==> src/rtl/coin_pkg.sv <==
// Shared definitions for the coin front end: FSM states, channel indices and
// denomination values used by the machine and benches.
package coin_pkg;

  typedef enum logic [1:0] {
    IDLE = 2'd0,
    EMIT = 2'd1,
    GAP  = 2'd2
  } state_e;

  localparam int NUM_CH = 3;
  localparam int CH_N   = 0;
  localparam int CH_D   = 1;
  localparam int CH_Q   = 2;

  localparam int VAL_N  = 5;
  localparam int VAL_D  = 10;
  localparam int VAL_Q  = 25;

  localparam logic [1:0] PEND_MAX = 2'd3;

  // Width for a counter that must hold 0..maxVal, never narrower than 1 bit.
  function automatic int cntWidth(input int maxVal);
    return (maxVal < 1) ? 1 : $clog2(maxVal + 1);
  endfunction

endpackage

==> src/rtl/coin_debounce.sv <==
// One coin channel: 2-flop synchroniser, debounce counter and a registered
// single-cycle pulse on each accepted 0->1 change of the stable level.
module coin_debounce
  import coin_pkg::*;
#(
  parameter int DEBOUNCE_CYCLES = 16
) (
  input  logic clk,
  input  logic rst,
  input  logic raw_i,
  output logic stable_o,
  output logic rise_o
);

  localparam int CW = cntWidth(DEBOUNCE_CYCLES);
  localparam logic [CW-1:0] CNT_LAST = CW'(DEBOUNCE_CYCLES - 1);

  logic          sync1_q, sync2_q;
  logic          stable_q, stable_d;
  logic          rise_q, rise_d;
  logic [CW-1:0] cnt_q, cnt_d;

  // The level flips on the cycle the counter would reach DEBOUNCE_CYCLES.
  always_comb begin
    stable_d = stable_q;
    rise_d   = 1'b0;
    cnt_d    = '0;
    if (sync2_q != stable_q) begin
      if (cnt_q == CNT_LAST) begin
        stable_d = sync2_q;
        rise_d   = sync2_q;
      end else begin
        cnt_d = cnt_q + 1'b1;
      end
    end
  end

  always_ff @(posedge clk) begin
    if (rst) begin
      sync1_q  <= 1'b0;
      sync2_q  <= 1'b0;
      stable_q <= 1'b0;
      rise_q   <= 1'b0;
      cnt_q    <= '0;
    end else begin
      sync1_q  <= raw_i;
      sync2_q  <= sync1_q;
      stable_q <= stable_d;
      rise_q   <= rise_d;
      cnt_q    <= cnt_d;
    end
  end

  assign stable_o = stable_q;
  assign rise_o   = rise_q;

endmodule

==> src/rtl/coin_input_conditioner.sv <==
// Coin front end: debounced sensors feed saturating per-channel queues drained
// Q > D > N as spaced one-hot pulses. Optional jam detection under JAM_DETECT_EN.
module coin_input_conditioner
  import coin_pkg::*;
#(
  parameter int DEBOUNCE_CYCLES = 16,
  parameter int GAP_CYCLES      = 4,
  parameter int JAM_CYCLES      = 1000
) (
  input  logic clk,
  input  logic rst,
  input  logic coin_n_raw,
  input  logic coin_d_raw,
  input  logic coin_q_raw,
  output logic N,
  output logic D,
  output logic Q,
  output logic busy,
  output logic ovf,
  output logic jam
);

  localparam int GW = cntWidth(GAP_CYCLES);
  localparam logic [GW-1:0] GAP_LAST = GW'((GAP_CYCLES > 0) ? GAP_CYCLES - 1 : 0);

  logic [NUM_CH-1:0]      raw, stable, rise;
  logic [NUM_CH-1:0][1:0] pend_q, pend_d;
  logic [NUM_CH-1:0]      emit_q, emit_d;
  logic [GW-1:0]          gap_q, gap_d;
  state_e                 state_q, state_d;
  logic [1:0]             sel;
  logic                   anyPend, take, jamBlock;
  logic                   ovf_q, ovf_d;

  assign raw[CH_N] = coin_n_raw;
  assign raw[CH_D] = coin_d_raw;
  assign raw[CH_Q] = coin_q_raw;

  for (genvar ch = 0; ch < NUM_CH; ch++) begin : gCh
    coin_debounce #(.DEBOUNCE_CYCLES(DEBOUNCE_CYCLES)) uDeb (
      .clk      (clk),
      .rst      (rst),
      .raw_i    (raw[ch]),
      .stable_o (stable[ch]),
      .rise_o   (rise[ch])
    );
  end

  always_comb begin
    anyPend = (pend_q[CH_Q] != 2'd0) || (pend_q[CH_D] != 2'd0) || (pend_q[CH_N] != 2'd0);
    sel     = 2'(CH_N);
    if (pend_q[CH_Q] != 2'd0)      sel = 2'(CH_Q);
    else if (pend_q[CH_D] != 2'd0) sel = 2'(CH_D);
  end

  // Leaving EMIT or the last GAP cycle chains straight into the next EMIT so
  // queued coins are spaced exactly GAP_CYCLES+1 apart.
  always_comb begin
    state_d = state_q;
    gap_d   = '0;
    take    = 1'b0;
    unique case (state_q)
      IDLE: begin
        if (anyPend && !jamBlock) begin
          state_d = EMIT;
          take    = 1'b1;
        end
      end
      EMIT: begin
        if (GAP_CYCLES > 0) begin
          state_d = GAP;
        end else if (anyPend && !jamBlock) begin
          state_d = EMIT;
          take    = 1'b1;
        end else begin
          state_d = IDLE;
        end
      end
      GAP: begin
        if (gap_q != GAP_LAST) begin
          gap_d = gap_q + 1'b1;
        end else if (anyPend && !jamBlock) begin
          state_d = EMIT;
          take    = 1'b1;
        end else begin
          state_d = IDLE;
        end
      end
      default: state_d = IDLE;
    endcase
  end

  always_comb begin
    emit_d = '0;
    for (int ch = 0; ch < NUM_CH; ch++) begin
      emit_d[ch] = take && (sel == 2'(ch));
    end
  end

  // A simultaneous edge and issue on one channel cancel; saturated edges are dropped.
  always_comb begin
    ovf_d  = ovf_q;
    pend_d = pend_q;
    for (int ch = 0; ch < NUM_CH; ch++) begin
      if (jamBlock) begin
        pend_d[ch] = 2'd0;
      end else if (rise[ch] && !emit_d[ch]) begin
        if (pend_q[ch] == PEND_MAX) ovf_d = 1'b1;
        else                        pend_d[ch] = pend_q[ch] + 2'd1;
      end else if (!rise[ch] && emit_d[ch]) begin
        pend_d[ch] = pend_q[ch] - 2'd1;
      end
    end
  end

  always_ff @(posedge clk) begin
    if (rst) begin
      state_q <= IDLE;
      gap_q   <= '0;
      pend_q  <= '0;
      emit_q  <= '0;
      ovf_q   <= 1'b0;
    end else begin
      state_q <= state_d;
      gap_q   <= gap_d;
      pend_q  <= pend_d;
      emit_q  <= emit_d;
      ovf_q   <= ovf_d;
    end
  end

`ifdef JAM_DETECT_EN
  localparam int JW = cntWidth(JAM_CYCLES);
  localparam logic [JW-1:0] JAM_TERM = JW'(JAM_CYCLES);
  localparam logic [JW-1:0] JAM_LAST = JW'(JAM_CYCLES - 1);

  logic [NUM_CH-1:0][JW-1:0] jamCnt_q, jamCnt_d;
  logic                      jam_q, jamHit;

  always_comb begin
    jamHit   = 1'b0;
    jamCnt_d = '0;
    for (int ch = 0; ch < NUM_CH; ch++) begin
      if (stable[ch]) begin
        jamCnt_d[ch] = (jamCnt_q[ch] != JAM_TERM) ? jamCnt_q[ch] + 1'b1 : jamCnt_q[ch];
        if (jamCnt_q[ch] == JAM_LAST) jamHit = 1'b1;
      end
    end
  end

  always_ff @(posedge clk) begin
    if (rst) begin
      jamCnt_q <= '0;
      jam_q    <= 1'b0;
    end else begin
      jamCnt_q <= jamCnt_d;
      jam_q    <= jam_q | jamHit;
    end
  end

  assign jamBlock = jam_q | jamHit;
  assign jam      = jam_q;
`else
  logic unusedJamInputs;
  assign unusedJamInputs = ^{stable, JAM_CYCLES[0]};
  assign jamBlock        = 1'b0;
  assign jam             = 1'b0;
`endif

  assign N    = emit_q[CH_N];
  assign D    = emit_q[CH_D];
  assign Q    = emit_q[CH_Q];
  assign ovf  = ovf_q;
  assign busy = (state_q != IDLE) || anyPend;

endmodule

==> config.mk <==
export PLATFORM = sky130hd
export DESIGN_NAME = coin_input_conditioner
export DESIGN_NICKNAME = d
export VERILOG_FILES = /design/src/rtl/coin_pkg.sv /design/src/rtl/coin_debounce.sv /design/src/rtl/coin_input_conditioner.sv
export SDC_FILE = /design/constraint.sdc
export NUM_CORES = 1
export LEC_CHECK = 0
export CORE_MARGIN = 2
export CORE_UTILIZATION = 61
export CTS_CLUSTER_DIAMETER = 120
export DETAILED_ROUTE_END_ITERATION = 6
export PLACE_DENSITY_LB_ADDON = 0.05
export SYNTH_ARGS = -nofsm -noshare
export SYNTH_HDL_FRONTEND = slang
export SYNTH_HIERARCHICAL = 1
export SYNTH_SLANG_ARGS = --single-unit
export TNS_END_PERCENT = 50
==> constraint.sdc <==
create_clock -name clk -period 4.8 [get_ports clk]
set_input_delay 0.48 -clock clk [delete_from_list [all_inputs] [get_ports clk]]
set_output_delay 0.48 -clock clk [all_outputs]
set_load 0.01 [all_outputs]
* Word-level counts from Yosys, hierarchy flattened
Cells that the tools add are included. W data, S select, Z words.
Operators by class: add/sub/neg operators 10, equality and inequality tests 19, multiplexer cells 24, bitwise operators 8, reductions and logical operators 41
Operators with widths (count):
- $mux W2 | 12
- $reduce_or A3 Y1 | 7
- $add A5 B1 Y5 const B | 3
- $eq A5 B4 Y1 const B | 3
- $reduce_and A2 Y1 | 7
- $reduce_bool A2 Y1 | 7
- $eq A2 B2 Y1 const B | 5
- $mux W1 | 10
- $ne A2 B2 Y1 const B | 5
- $logic_and A1 B1 Y1 | 9
- $not A1 Y1 | 8
- $add A2 B1 Y2 const B | 3
- $logic_not A1 Y1 | 6
- $pmux W2 S3 | 1
- $sub A2 B1 Y2 const B | 3
- $eq A2 B1 Y1 const B | 2
- $logic_not A2 Y1 | 2
- $add A3 B1 Y3 const B | 1
- $logic_or A1 B1 Y1 | 3
- $ne A1 B1 Y1 | 3
- $ne A3 B2 Y1 const B | 1
- $pmux W1 S2 | 1
Storage, ports and cells: register bits 42, output and inout port bits 6, word-level logic and storage cells 124

* Logic depth before layout (Yosys ltp)
Gate-level depths: netlist of the first run.
depth in word-level cells 14, gate-level depth with buffers 6

* By module
Netlist of the first run, hierarchy kept.
Modules (own cells, without submodules):
- coin_debounce | instances 3, cells each 29, area each 319.1 um2, seq. area each 180.2 um2
- coin_input_conditioner | instances 1, cells each 86, area each 748.2 um2, seq. area each 300.3 um2

* Least setup slack after synthesis of the first run
Ideal clock, no wire load.
path type reg2out, start point reg pend_q[4] (netlist name), end point out busy, data arrival time 1.216 ns, data required time 4.320 ns, path slack 3.104 ns, cell stages (with the launch flop) 5, buffers on the path 1, cells stage by stage dfxtp_1 > buf_6 > nor4_1 > nand2_1 > or3_1
Between the ends: cells in the longest elaborated chain, start to end 4
Ends and longest elaborated chain:
- from (decl) | line coin_input_conditioner.sv:27 | logic [NUM_CH-1:0][1:0] pend_q, pend_d;
- from (signal assigned) | line coin_input_conditioner.sv:126 | pend_q <= pend_d;
- $reduce_bool A2 Y1 | line coin_input_conditioner.sv:50 | anyPend = (pend_q[CH_Q] != 2'd0) || (pend_q[CH_D] != 2'd0) || (pend_q[CH_N] != 2'd0);
- $logic_or A1 B1 Y1 (2 in series) | line coin_input_conditioner.sv:50
- $logic_or A1 B1 Y1 | line coin_input_conditioner.sv:174 | assign busy = (state_q != IDLE) || anyPend;
- to (decl) | line coin_input_conditioner.sv:18 | output logic busy,
No other way between the ends.

* Worst setup path in the final report of the first run
start point reg pend_q[5] (netlist name), end point out busy
Same word-level chain as after synthesis.

==> results of run 1 <==
[synthesized netlist by cell type, drive strengths merged (4+ instances only)]
library cell,count,area [um^2]
dfxtp,42,841
nor2,28,105
inv,12,45.0
ha,8,100
nor2b,7,43.8
nand2,6,22.5
xnor2,6,52.6
a21oi,5,25.0
mux2i,5,50.1
nand3,5,25.0
or3,5,46.3
a2111oi,4,47.6
nor3,4,20.0
o21ai,4,20.0
[power by group]
| group | leakage (nW) | switching [mW] | internal [mW] |
|---|---|---|---|
| registers | 0.340 | 0.00166 | 0.351 |
| logic | 0.313 | 0.00610 | 0.00642 |
| clock network | 0.0395 | 0.102 | 0.111 |
[area by class of cell]
cell class	count	area [um^2]
flip-flops and latches	42	841
clock inverters	1	30.0
repair buffers	9	90.1
well taps	31	38.8
clock buffers	7	45.0
inverters	12	45.0
multi-input cells	116	797
fillers	216	823
[through the flow]
stage,utilization,hold WS (ps),power [mW]
floorplan,-,399,0.368
global placement,0.669,407,0.373
detailed placement,0.669,422,0.374
CTS,0.696,439,0.587
global route,0.696,463,0.600
finish,0.696,433,0.578
[state kept, by name (all words and copies together), names as in the netlist]
name,count
state_q,2
gCh.uDeb/sync1_q,3
pend_q,6
gCh.uDeb/stable_o,3
ovf,1
gCh.uDeb/cnt_q,15
gap_q,3
gCh.uDeb/sync2_q,3
gCh.uDeb/rise_o,3
emit_q,3
[path summary, 6_finish.rpt]
path,from,endpoint,slack [ps],cells past startpoint
worst min register to register,gap_q[0],gap_q[0],430,1
worst max-delay path,pend_q[5],busy,2240,4
worst max register to register,gap_q[0],pend_q[2],3030,6
worst min-delay path,gap_q[0],gap_q[0],430,1
[logic make-up (layout without fill, tap and decap cells)]
| kind of cell | Yosys count | in the layout | share of synthesized area |
|---|---|---|---|
| AND/OR/NAND/NOR | 70 | 70 | 0.224 |
| XOR/XNOR | 9 | 9 | 0.0462 |
| multiplexers | 7 | 7 | 0.0426 |
| other | 1 | 1 | 0.00220 |
| AO/OA/AOI/OAI | 21 | 21 | 0.0939 |
| adder cells (fa/ha/maj) | 8 | 8 | 0.0587 |
| buffers and inverters | 15 | 29 | 0.0396 |
| flip-flops | 42 | 42 | 0.493 |
[metal layers]
metal  vias to the layer above  routed length (um)  global-route usage  part of all wire
met5                         -                   0                   0                 0
met4                         0                  34              0.0831             0.013
met3                         5                  81              0.0484             0.031
met2                        15                1280               0.336              0.49
met1                       566                1190               0.208              0.46
li1                        619                   -                   -                 -
[worst max-delay path, stage by stage, from the launching register on]
cell             delay (ps)
dfxtp_1                 390
nor4_1                  440
nand2_1                 120
or3_1                   330
clkdlybuf4s50_1         480
==> metrics.md, run 1 <==
| Metric | Value |
|---|---|
| Status | completed |
| Detailed Routing Iterations Pass 1 | 4 |
| Design Area, Final | 1890 um^2 |
| Layout cells sized above 1 | 0.107 |
| Worst-margin pin slew | 979 ps |
| Dpl ws | 2570 ps |
| Final ANT Viol Nets | 0 |
| Initial antenna violation count | 0 |
| Total grt overflow | 0 |
| Final WS setup | 2240 ps |
| GP Congestion | 0.769 |
| Clock skew | 5.99 ps |
| VDD IR max | 253 uV |
| Fin. max-slew vios | 0 |
| Num CTS Buffers | 5 |
| GR Util All Layers | 0.188 |
| CTS H-tree lvls | 2 |
| IO Pins | 11 |
| CP Max Fanout | 7 |
| Post-CTS setup buffers | 0 |
| Sequential-to-total area share from yosys stat | 0.493 |
| Chip Height | 56.9 um |
| Hold-fix buffers at CTS | 0 |
| Drt wl/cell | 11.9 um |
| Largest net degree at the start of global routing | 30 |
| Cells after Synth | 173 |
| Synth Cell Area | 1710 um^2 |
| Ys Warns | 6 |
| # setup viols final | 0 |
| Placed cells | 210 |
| Die X | 56.9 um |
| DP Wirelength | 1.83 mm |
| Fin nets | 199 |
| Pleak | 0.692 nW |
| Resized Gates After CTS | 0 |
| MaxCap Viol Count | 0 |
| Worst-path clk slew | 110 ps |
| CP Capture Type | output port |
| DR DRC count | 0 |
| Post-route insts no fill | 218 |
| Critical path type | reg -> out |
| EDFF count, synth | 0 |
| Maximum clock insertion buffer count | 2 |
| Yosys cell types | 37 |
| Vias in the first global route | 1157 |
| Fin crit share | 0.533 |
| Clock root buffer | clkbuf_4 |
| Commonest non-fill, non-tap cell in the layout | dfxtp_1 |
| Achievable frequency | 391 MHz |
| Crit start category | flip-flop |
| Iteration-0 DRC Markers | 42 |
| Worst EP arrival | 2080 ps |
| Hold Crit Class | reg -> reg |
| Req. time, crit path | 4320 ps |
| Placement Rows | 19 |
| Final hold vios | 0 |
| Syn Nets | 186 |
| Via density | 5.53 |
| Share of synthesized flip-flops with an asynchronous set or reset | 0 |
| Via Count | 1205 |
| Synth Flop Type | dfxtp_1 |
| Total Neg Setup Slack | 0 ps |
| Most frequent cells in the layout | 42 x dfxtp_1, 28 x nor2_1, 12 x inv_1 |
| Port buffer count | 9 |
| Initial core utilization | 0.629 |
| Final min period | 2560 ps |
| First-pass GRT wire length | 4.72 mm |
| Antenna diodes | 0 |
| Pwr dens | 306 nW/um^2 |
| Slew margin rel. | 0.345 |
| CTS sink count | 42 |
| CTS tree | done |
| WL final | 2.59 mm |
| DP Area | 1810 um^2 |
| Core area | 2710 um^2 |
| Unrepaired setup endpoints after global routing | false |
| Synthesized flop and latch total | 42 |
| Die Footprint | 3230 um^2 |
| Later-pin clock latency in the skew report | 330 ps |
| Area grow syn2layout | 10.6% |
| Syn_area_per_cell | 9.86 um^2 |
No activity file was read; power rests on OpenSTA's default activity.
==> inputs of run 2 (changes only) <==
Settings changed: CORE_UTILIZATION 61 to 57.
Clock period 4.8 ns to 2.47 ns, I/O delays scaled along.
==> run 2 against run 1 <==
Net effect: utilization fell by 2.3 points; power rose by 84%; largest power group unchanged; critical endpoint unchanged; highest routed layer unchanged; clock-buffer cell count fell by 1.
==> metrics.md, run 2 (synthesis results as in run 1) <==
| Metric | Value |
|---|---|
| Commonest non-fill, non-tap cell in the layout | dfxtp_1 |
| First-pass GRT wire length | 4.51 mm |
| Pwr dens | 562 nW/um^2 |
| Slew margin rel. | 0.587 |
| Final ANT Viol Nets | 0 |
| Detailed Routing Iterations Pass 1 | 4 |
| CTS tree | done |
| CP Max Fanout | 7 |
| Die Footprint | 3450 um^2 |
| VDD IR max | 578 uV |
| Final hold vios | 0 |
| Achievable frequency | 440 MHz |
| Final core occ | 0.674 |
| Later-pin clock latency in the skew report | 340 ps |
| Post-CTS setup buffers | 0 |
| Req. time, crit path | 2220 ps |
| Clock skew | 2.94 ps |
| Worst EP arrival | 2030 ps |
| Largest net degree at the start of global routing | 20 |
| Unrepaired setup endpoints after global routing | false |
| R2R Path Start | pend_q[5] |
| FILL cells | 235 |
| Max reg flops | 15 |
| Largest reg by FF count | gCh.uDeb/cnt_q |
| Status | completed |
| Clock root buffer | clkbuf_4 |
| MaxCap Viol Count | 0 |
| Hold Crit Class | reg -> reg |
| Fin nets | 200 |
| Most frequent cells in the layout | 42 x dfxtp_1, 28 x nor2_1, 12 x inv_1 |
| DR DRC count | 0 |
| Initial core utilization | 0.608 |
| Placement Rows | 19 |
| Fin crit share | 0.920 |
| CP Capture Point | busy |
| Crit start category | flip-flop |
| GP Congestion | 0.759 |
| Design Area, Final | 1890 um^2 |
| Initial antenna violation count | 0 |
| Via Count | 1209 |
| CTS sink count | 42 |
| Drt wl/cell | 12.1 um |
| Die X | 58.7 um |
| Worst-path clk slew | 120 ps |
| Worst Setup SP | pend_q[5] |
| DP Wirelength | 1.97 mm |
| # setup viols final | 0 |
| Reg2Reg Depth | 4 |
| Top Registers | gCh.uDeb/cnt_q x15, pend_q x6 |
| WL final | 2.65 mm |
| Final min period | 2270 ps |
| Via density | 5.52 |
| Port buffer count | 9 |
| Fin. max-slew vios | 0 |
| Final WS setup | 197 ps |
| Placed cells | 211 |
| Total Neg Setup Slack | 0 ps |
| Iteration-0 DRC Markers | 40 |
| IO Pins | 11 |
| CP Capture Type | output port |
| Layout cells sized above 1 | 0.128 |
| Dpl ws | 484 ps |
| Maximum clock insertion buffer count | 2 |
| Post-route insts no fill | 219 |
| Antenna diodes | 0 |
| Chip Height | 58.7 um |
| Vias in the first global route | 1140 |
| Core area | 2810 um^2 |
| GR Util All Layers | 0.172 |
| R2r setup slk | 750 ps |
| Critical path type | reg -> out |
| Num CTS Buffers | 5 |
| DP Area | 1820 um^2 |
| Total grt overflow | 0 |
| Pleak | 0.693 nW |
| CTS H-tree lvls | 2 |
| Worst-margin pin slew | 617 ps |
| Area grow syn2layout | 10.8% |
| Reg2Reg Capture Point | pend_q[0] |
==> run 2: changes by cell type in the layout (fill, tap and decap cells not counted) <==
cell | before | now
buf_4 | 0 | 1
clkinv_2 | 0 | 1
nor4_2 | 0 | 1
bufinv_16 | 1 | 0
clkinvlp_4 | 0 | 1
clkbuf_1 | 2 | 0
nor4_1 | 1 | 0
clkbuf_8 | 0 | 1
==> run 2: metal layers <==
layer  vias to the layer above  global-route usage  share of wire
met5                         -                   0              0
met4                         0              0.0682          0.017
met3                         6              0.0462          0.037
met2                        21               0.321           0.49
met1                       557               0.183           0.45
li1                        625                   -              -
==> run 2: worst min path at each step <==
stage | to | cells after the start | start
detailed placement | gap_q[0] | 1 | gap_q[0]
finish | gap_q[0] | 1 | gap_q[0]
global route | gCh[1].uDeb/sync1_q | 2 | coin_d_raw
global placement | gap_q[0] | 1 | gap_q[0]
CTS | gap_q[0] | 1 | gap_q[0]
floorplan | pend_q[0] | 1 | rst
==> run 2: cell type report <==
class	instances	area [um^2]	area share
clock buffer	6	51.3	0.0272
clock inverter	2	12.5	0.00662
inverter	12	45.0	0.0238
multi-input combinational	116	803	0.425
sequential	42	841	0.445
tap	31	38.8	0.0205
timing repair buffer	10	97.6	0.0517
==> run 2: per-stage QoR <==
| stage | hold slack, ps | total power [mW] |
|---|---|---|
| final | 429 | 1.06 |
| after global routing | 447 | 1.11 |
| after CTS | 431 | 1.08 |
| after detailed placement | 412 | 0.728 |
| after global placement | 407 | 0.727 |
| after floorplan | 316 | 0.715 |
==> run 2: power breakdown <==
| part | switching (mW) | total (mW) | internal [mW] |
|---|---|---|---|
| Sequential | 0.00321 | 0.686 | 0.683 |
| Combinational | 0.0123 | 0.0257 | 0.0134 |
| Clock | 0.213 | 0.350 | 0.137 |
==> run 2: timing repair <==
action | CTS | global route
endpoints found under the hold margin | 0 | 0
resized for setup | 0 | 1
hold buffers | 0 | 0
endpoints found under the setup margin | 0 | 1
==> run 2: critical path, stage by stage, from the launching register on <==
cell	delay [ps]
dfxtp_1	390
nor4_2	390
nand2_1	110
or3_1	310
clkdlybuf4s50_1	490
